<file path="config.mk">
export PLATFORM = sky130hd
export DESIGN_NAME = fft_ram_ctrl
export DESIGN_NICKNAME = d
export VERILOG_FILES = /design/src/rtl/fft_pkg.sv /design/src/rtl/fft_rd_arb.sv /design/src/rtl/fft_ram_ctrl.sv
export SDC_FILE = /design/constraint.sdc
export NUM_CORES = 1
export LEC_CHECK = 0
export ABC_AREA = 1
export BUFFER_PORTS_ARGS = -buffer_cell sky130_fd_sc_hd__buf_2
export CAP_MARGIN = 40
export CORE_ASPECT_RATIO = 0.8
export CORE_MARGIN = 2
export CORE_UTILIZATION = 45
export CTS_CLUSTER_DIAMETER = 120
export DETAILED_ROUTE_END_ITERATION = 8
export GPL_ROUTABILITY_DRIVEN = 0
export PLACE_DENSITY = 0.78
export SKIP_LAST_GASP = 1
export SLEW_MARGIN = 20
export SYNTH_ARGS = -nofsm -noshare
export SYNTH_HDL_FRONTEND = slang
export SYNTH_HIERARCHICAL = 1
export SYNTH_SLANG_ARGS = --single-unit
</file>
<file path="constraint.sdc">
create_clock -name clk -period 1.8 [get_ports clk]
set_input_delay 0.09 -clock clk [delete_from_list [all_inputs] [get_ports clk]]
set_output_delay 0.09 -clock clk [all_outputs]
set_load 0.01 [all_outputs]
</file>
<file path="src/rtl/fft_pkg.sv">
// fft_pkg: shared constants and types for the FFT_RAM frame controller.
package fft_pkg;

  localparam int FFT_AW      = 10;
  localparam int FFT_DW      = 28;
  localparam int FFT_RAM_LAT = 2;
  localparam int FFT_TIMEOUT = 4096;

  typedef enum logic [1:0] {
    FILL,
    DETECT,
    DONE
  } fft_state_t;

  typedef logic [FFT_AW-1:0] bin_t;

endpackage

</file>
<file path="src/rtl/fft_rd_arb.sv">
// fft_rd_arb: shares the single FFT_RAM read port between the host readback
// and freqdetect, and times host read data with a RAM_LAT-deep valid pipe.
// The host address is latched on acceptance so the RAM sees a stable address
// for the whole read even if the host or the frame state moves on.
module fft_rd_arb
  import fft_pkg::*;
#(
  parameter int AW      = FFT_AW,
  parameter int DW      = FFT_DW,
  parameter int RAM_LAT = FFT_RAM_LAT
) (
  input  logic          clk,
  input  logic          reset,
  input  logic          host_owns,
  input  logic          det_owns,
  input  logic [AW-1:0] det_ramaddr,
  input  logic          avs_read,
  input  logic [AW-1:0] avs_address,
  input  logic [DW-1:0] ram_q,
  output logic [AW-1:0] ram_rdaddr,
  output logic          avs_waitrequest,
  output logic [31:0]   avs_readdata,
  output logic          avs_readdatavalid,
  output logic          host_busy
);

  logic [RAM_LAT-1:0] vld_q, vld_d;
  logic [AW-1:0]      addr_q, addr_d;
  logic               accept;

  // Acceptance, valid pipe advance, address hold and read-port mux
  always_comb begin
    host_busy         = |vld_q;
    avs_waitrequest   = !host_owns || host_busy;
    accept            = avs_read && !avs_waitrequest;
    vld_d             = (vld_q << 1) | RAM_LAT'(accept);
    addr_d            = accept ? avs_address : addr_q;
    avs_readdatavalid = vld_q[RAM_LAT-1];
    avs_readdata      = {{(32-DW){1'b0}}, ram_q};
    if (host_busy) begin
      ram_rdaddr = addr_q;
    end else if (det_owns) begin
      ram_rdaddr = det_ramaddr;
    end else begin
      ram_rdaddr = avs_address;
    end
  end

  // Valid pipe and latched host address; reset is active-low
  always_ff @(posedge clk or negedge reset) begin
    if (!reset) begin
      vld_q  <= '0;
      addr_q <= '0;
    end else begin
      vld_q  <= vld_d;
      addr_q <= addr_d;
    end
  end

endmodule

</file>
<file path="src/rtl/fft_ram_ctrl.sv">
// fft_ram_ctrl: frame sequencer for FFT_RAM. Lets FFT core writes through
// only while filling, starts freqdetect once a frame is in, latches its
// result, raises irq on completion or error, and hands the RAM read port to
// freqdetect while it searches (host readback otherwise).
// Note: the 'reset' port is active-low.
module fft_ram_ctrl
  import fft_pkg::*;
#(
  parameter int AW      = FFT_AW,
  parameter int DW      = FFT_DW,
  parameter int RAM_LAT = FFT_RAM_LAT,
  parameter int TIMEOUT = FFT_TIMEOUT
) (
  input  logic          clk,
  input  logic          reset,
  input  logic          fft_wren_in,
  output logic          fft_wren_out,
  input  logic          fft_frame_done,
  output logic          det_start,
  input  logic          det_done,
  input  logic [AW-1:0] det_ramaddr,
  input  logic [AW-1:0] det_maxbin,
  output logic [AW-1:0] ram_rdaddr,
  input  logic [DW-1:0] ram_q,
  input  logic          avs_read,
  input  logic [AW-1:0] avs_address,
  output logic          avs_waitrequest,
  output logic [31:0]   avs_readdata,
  output logic          avs_readdatavalid,
  output logic [AW-1:0] maxbin,
  output logic          irq,
  input  logic          irq_ack,
  output logic [15:0]   frame_cnt,
  output logic [1:0]    status
);

  localparam int CW = $clog2(TIMEOUT);

  fft_state_t    state_q, state_d;
  logic [CW-1:0] det_cnt_q, det_cnt_d;
  logic          det_started_q, det_started_d;
  logic [AW-1:0] maxbin_q, maxbin_d;
  logic [15:0]   frame_cnt_q, frame_cnt_d;
  logic          irq_q, irq_d;
  logic [1:0]    status_q, status_d;

  logic in_fill, in_detect, host_busy;
  logic timeout_hit, done_set, timeout_set, overrun_set;

  assign in_fill     = (state_q == FILL);
  assign in_detect   = (state_q == DETECT);
  assign timeout_hit = in_detect && (det_cnt_q == CW'(TIMEOUT - 1));
  assign done_set    = in_detect && det_done;
  assign timeout_set = timeout_hit && !det_done;
  assign overrun_set = fft_frame_done && !in_fill;

  // State register
  always_ff @(posedge clk or negedge reset) begin
    if (!reset) begin
      state_q <= FILL;
    end else begin
      state_q <= state_d;
    end
  end

  // Next state: a completed search beats a timeout landing on the same cycle
  always_comb begin
    state_d = state_q;
    case (state_q)
      FILL:    if (fft_frame_done) state_d = DETECT;
      DETECT: begin
        if (det_done) begin
          state_d = DONE;
        end else if (timeout_hit) begin
          state_d = FILL;
        end
      end
      DONE:    state_d = FILL;
      default: state_d = FILL;
    endcase
  end

  // Outputs: RAM writable only while filling; start waits for host data
  always_comb begin
    fft_wren_out = 1'b0;
    det_start    = 1'b0;
    if (in_fill) begin
      fft_wren_out = fft_wren_in;
    end
    if (in_detect && !det_started_q && !host_busy) begin
      det_start = 1'b1;
    end
  end

  // Search bookkeeping, result capture, irq/status with set winning over ack
  always_comb begin
    det_cnt_d     = in_detect ? det_cnt_q + 1'b1 : '0;
    det_started_d = in_detect && (det_started_q || det_start);
    maxbin_d      = maxbin_q;
    frame_cnt_d   = frame_cnt_q;
    if (done_set) begin
      maxbin_d    = det_maxbin;
      frame_cnt_d = frame_cnt_q + 16'd1;
    end
    status_d = irq_ack ? 2'b00 : status_q;
    if (timeout_set) status_d[1] = 1'b1;
    if (overrun_set) status_d[0] = 1'b1;
    irq_d = irq_ack ? 1'b0 : irq_q;
    if (done_set || timeout_set || overrun_set) irq_d = 1'b1;
  end

  // Datapath registers
  always_ff @(posedge clk or negedge reset) begin
    if (!reset) begin
      det_cnt_q     <= '0;
      det_started_q <= 1'b0;
      maxbin_q      <= '0;
      frame_cnt_q   <= '0;
      irq_q         <= 1'b0;
      status_q      <= '0;
    end else begin
      det_cnt_q     <= det_cnt_d;
      det_started_q <= det_started_d;
      maxbin_q      <= maxbin_d;
      frame_cnt_q   <= frame_cnt_d;
      irq_q         <= irq_d;
      status_q      <= status_d;
    end
  end

  assign maxbin    = maxbin_q;
  assign frame_cnt = frame_cnt_q;
  assign irq       = irq_q;
  assign status    = status_q;

  fft_rd_arb #(
    .AW      (AW),
    .DW      (DW),
    .RAM_LAT (RAM_LAT)
  ) u_rd_arb (
    .clk               (clk),
    .reset             (reset),
    .host_owns         (in_fill),
    .det_owns          (in_detect),
    .det_ramaddr       (det_ramaddr),
    .avs_read          (avs_read),
    .avs_address       (avs_address),
    .ram_q             (ram_q),
    .ram_rdaddr        (ram_rdaddr),
    .avs_waitrequest   (avs_waitrequest),
    .avs_readdata      (avs_readdata),
    .avs_readdatavalid (avs_readdatavalid),
    .host_busy         (host_busy)
  );

endmodule

</file>
# Word-level counts from Yosys, hierarchy flattened
# Cells that the tools add are included.
[op_classes]
n_reduce_logical = 23
n_addsub = 2
bitwise = 1
n_eq_ne = 4
mux = 14
[op_table]
columns = ["cell", "count"]
rows = [
  ["$mux 10", 2],
  ["$add 16x1->16 const B", 1],
  ["$add 12x1->12 const B", 1],
  ["$eq 12x12->1 const B", 1],
  ["$mux 12", 1],
  ["$logic_and 1x1->1", 8],
  ["$mux 2", 4],
  ["$mux 1", 6],
  ["$reduce_bool 2->1", 3],
  ["$logic_not 1->1", 5],
  ["$logic_or 1x1->1", 4],
  ["$pmux 2 s2", 1],
  ["$ne 3x2->1 const B", 1],
  ["$eq 2x1->1 const B", 1],
  ["$logic_not 2->1", 1],
  ["$ne 2x2->1 const B", 1],
  ["$or 2x1->2", 1],
  ["$reduce_and 2->1", 1],
  ["$reduce_or 2->1", 1],
]
[totals]
word_cells = 54
inputBits = 65
regBits = 56

# Longest topological paths before layout
[logic_depth]
ltp_word = 6
depth_mapped = 8
depth_no_buf = 8

# By module
# The synthesis kept the hierarchy.
[by_module_without_submodules]
columns = ["module", "cells_each", "seq_area_each_um2", "area_per_inst_um2", "n_inst"]
rows = [
  ["fft_ram_ctrl", 268, 1101.1, 2163.3, 1],
  ["fft_rd_arb", 149, 300.3, 1047.3, 1],
]

# Least setup slack after synthesis
# Ideal clock, no wire load.
[synth_path]
path_type = "register to output"
startpoint = "reg state_q[0]"
endpoint = "out ram_rdaddr[9]"
path_stages_with_launch = 9
setup_slack_ns = 0.385
t_arrival_ns = 1.325
t_required_ns = 1.710
path_cell_list = "dfrtp_1 inv_2 nor2_2 buf_4 inv_1 buf_2 nand2_1 nand2_1 o21ai_0"
[synth_via]
elab_chain_len = 3
[synth_lines]
columns = ["item", "line_no", "text"]
rows = [
  ["start: declaration", "fft_ram_ctrl.sv:39", "fft_state_t state_q, state_d;"],
  ["start signal: assignment", "fft_ram_ctrl.sv:62", "state_q <= state_d;"],
  ["$eq 2x1->1", "fft_ram_ctrl.sv:51", "assign in_detect = (state_q == DETECT);"],
  ["net in_detect", "fft_ram_ctrl.sv:47", "logic in_fill, in_detect, host_busy;"],
  ["$mux 10", "fft_rd_arb.sv:42", "end else if (det_owns) begin"],
  ["$mux 10", "fft_rd_arb.sv:40", "if (host_busy) begin"],
  ["end: declaration", "fft_ram_ctrl.sv:23", "output logic [AW-1:0] ram_rdaddr,"],
]
# The timed path passes the listed nets, and every way through them passes these cells.

# Final worst setup path
[layout_path]
startpoint = "reg state_q[0]"
endpoint = "out avs_waitrequest"
[layout_via]
elab_chain_len = 3
[layout_lines]
columns = ["item", "line_no", "text"]
rows = [
  ["$logic_not 2->1", "fft_ram_ctrl.sv:50", "assign in_fill = (state_q == FILL);"],
  ["net in_fill", "fft_ram_ctrl.sv:47", ""],
  ["$logic_not 1->1", "fft_rd_arb.sv:34", "avs_waitrequest = !host_owns || host_busy;"],
  ["$logic_or 1x1->1", "fft_rd_arb.sv:34", ""],
  ["end: declaration", "fft_ram_ctrl.sv:27", "output logic avs_waitrequest,"],
]
# The timed path passes the listed nets, and every way through them passes these cells.

==> impl_results.md <==
- Arrival time at the worst endpoint: 1710 ps
- RSZ-0062 raised after global routing: true
- Syn. warnings: 6
- Max Buffers Root-to-Sink: 2
- Hold Path Stages: 3
- Setup violations, final: 0
- Vias per cell: 4.82
- Distinct cells, synth: 31
- Port Buffer Count: 79
- # placed instances: 548
- Worst min-delay path class: in -> reg
- Die height: 79.6 um
- Root Buffer: clkbuf_8
- Vias in the first global route: 2,612
- Startpoint types: register
- Max_slew headroom: 63.8%
- DIE AREA: 7830 um^2
- Clock power share: 15.4%
- Mapped cell area: 3210 um^2
- Crit Reg-Reg Startpoint: state_q[0]$_DFFE_PN0P_
- Peak fanout along the critical path: 7
- First-pass GRT wire length: 11.6 mm
- Min Tclk post-route: 1800 ps
- Area grow syn2layout: 16.4%
- Total number of vias: 2,768
- Sw Share: 40.3%
- Seq pwr share: 42.6%
- Num rows: 27
- Worst skew pair latency: 310 ps
- Total global routing overflow: 0
- Tot Pwr: 4.42 mW
- Reg-to-Reg End: u_rd_arb/addr_q[1]$_DFFE_PN0P_
- Cell-internal power: 2.64 mW
- Setup TNS: 0 ps
- Pre-CTS setup slack: 349 ps
- Slew Limit Fails: 0
- Power density over the cells: 1180 nW/um^2
- Tot GR Track Use: 17.9%
- Die Wd: 98.4 um
- Comb power frac: 41.9%
- Clock skew: 12.6 ps
- Leak Pwr: 2.03 nW
- Worst IR Drop VDD: 0.000714 V
- Half-perimeter wire length after placement: 4.98 mm
- Post-Syn Instances: 417
- Total CTS buffers: 5
- CTS Sinks: 56
- Initial antenna violation count: 0
- Yosys reg bits: 56
- Final Hold Viols: 0
- Placed cell areas: 3460 um^2
- R2R setup slack: 210 ps
- TritonCTS clock tree: done
- P_sw: 1.78 mW
- Hold WS: 33.3 ps
- Seq/Total Area, Yosys: 43.6%
- Final ANT Viol Nets: 0
- Worst slew pin tran: 544 ps
- Final Core Density: 54.2%
- Path depth of the worst reg2reg path: 6
- Design Area, Final: 3740 um^2
- Largest net degree at the start of global routing: 35
- Fraction of layout cells with a size suffix above 1: 26.7%
- Max-cap viol count: 0
- Fillers: 643
- DR WL/cell: 12.3 um
- DRC: 0
- Period utilization: 99.8%
- Final #Nets: 553
- Ant. Diodes: 0
- Initial Util: 46.6%
- Fin cells: 574
- Clock-pin slew on the worst setup and hold paths: 100 ps
- Startpoint of the worst hold path: avs_address[5]
- Routed wire length: 7.06 mm
- Htree depth: 2
- Crit path required time: 1710 ps
- Critical path class: reg -> out
- DRT iter0 DRCs: 96
- Post-Syn Area per Cell: 7.70 um^2
- Status: complete, no violations
- Final worst-path setup slack: 2.88 ps
- IO Count: 140
- Achievable Freq: 556 MHz
- WHS Endpoint: u_rd_arb/addr_q[5]$_DFFE_PN0P_
- Core ar.: 6890 um^2
- Critical Path Sink Type: output pin
- DR pass1 iterations: 4
## critical path, stage by stage, from the launching register on
cell and delay, ps:
dfrtp_2 450, buf_4 150, nor2_1 260, buf_4 200
buf_4 140, nand2_1 60, buf_2 140
## layout by cell type, fill, tap and decap left out, types with 2 or more instances in the layout
cell type / netlist / final
clkbuf_1: 0 / 2
nand2_4: 2 / 2
nand3b_1: 2 / 2
xnor2_1: 2 / 2
nand4_1: 15 / 15
nor2_4: 3 / 4
inv_1: 36 / 35
nand3_1: 10 / 10
nand2_1: 152 / 152
dfrtp_1: 56 / 55
buf_12: 0 / 2
nor3_2: 2 / 2
ha_1: 2 / 2
nor2_1: 39 / 39
conb_1: 1 / 4
buf_2: 7 / 79
buf_4: 35 / 7
o21ai_2: 9 / 9
clkbuf_8: 0 / 5
dlygate4sd3_1: 0 / 12
xnor2_2: 2 / 2
nor3_1: 4 / 4
inv_2: 5 / 5
o21ai_0: 4 / 3
o21ai_1: 6 / 7
clkinvlp_4: 0 / 4
a21oi_1: 6 / 6
nand2_2: 4 / 4
xor2_1: 4 / 4
## state kept, by name, summed over array words and instances (netlist names)
register,cells
det_started_q,1
status,2
u_rd_arb/vld_q,2
irq,1
state_q,2
det_cnt_q,12
u_rd_arb/addr_q,10
frame_cnt,16
maxbin,10
## synthesized netlist by cell type, drive strengths merged
cell | n | share of area, %
a211oi | 1 | 0.23
a21oi | 6 | 0.94
buf | 44 | 10
conb | 1 | 0.12
dfrtp | 56 | 44
ha | 2 | 0.78
inv | 41 | 4.8
nand2 | 158 | 19
nand3 | 11 | 1.9
nand3b | 2 | 0.47
nand4 | 15 | 2.9
nor2 | 45 | 6.6
nor3 | 6 | 1.2
nor3b | 1 | 0.23
o21a | 1 | 0.23
o21ai | 19 | 4.0
xnor2 | 4 | 1.6
xor2 | 4 | 1.1
## layer usage
metal | vias up | global-route usage (%) | wire, um
met5 | - | 0 | 0
met4 | 0 | 6.85 | 138
met3 | 21 | 3.68 | 371
met2 | 74 | 30.1 | 3280
met1 | 1283 | 22.9 | 3270
li1 | 1390 | - | -
## layout make-up
class / instances / area (um^2) / area share, %
Timing Repair inverter: 3 / 22.5 / 0.603
Inverter: 41 / 158 / 4.22
Clock inverter: 1 / 8.76 / 0.234
Multi-Input combinational cell: 279 / 1350 / 36.2
Timing Repair Buffer: 100 / 608 / 16.3
Sequential cell: 56 / 1400 / 37.5
Tap cell: 87 / 109 / 2.91
Clock buffer: 7 / 76.3 / 2.04
## cells by family after synthesis
family	after synthesis	synth area share, %
compound gates	27	5.42
flops	56	43.6
fa+ha+maj	2	0.779
buf+inv	85	14.8
other cells	1	0.117
xor+xnor	8	2.65
simple gates	238	32.6
## worst max-delay path by stage
stage / slack, ps / startpoint / depth (start not counted) / to
after CTS: 30 / state_q[0]$_DFFE_PN0P_ / 7 / ram_rdaddr[5]
after floorplan: 390 / state_q[0]$_DFFE_PN0P_ / 8 / ram_rdaddr[9]
after detailed placement: 350 / state_q[0]$_DFFE_PN0P_ / 7 / ram_rdaddr[3]
after global routing: -90 / state_q[0]$_DFFE_PN0P_ / 6 / avs_waitrequest
after global placement: 400 / det_cnt_q[0]$_DFF_PN0_ / 7 / status[1]$_DFFE_PN0P_
final: 3 / state_q[0]$_DFFE_PN0P_ / 6 / avs_waitrequest
## power groups by stage
stage	registers (mW)	clock network [mW]	logic [mW]
after global placement	1.90	0	1.67
after global routing	1.95	0.756	2.07
after CTS	1.88	0.702	1.78
final	1.89	0.682	1.85
after floorplan	1.96	0	1.12
after detailed placement	1.90	0	1.72
## what timing repair did
item                       CTS  global route
setup endpoints to repair    1            11
setup buffers                0             3
hold buffers                12             0
gates resized for setup      4             3
gates cloned                 2             1
hold endpoints to repair    33             0
pin swaps                    0             1
No activity file was read; power rests on OpenSTA's default activity.
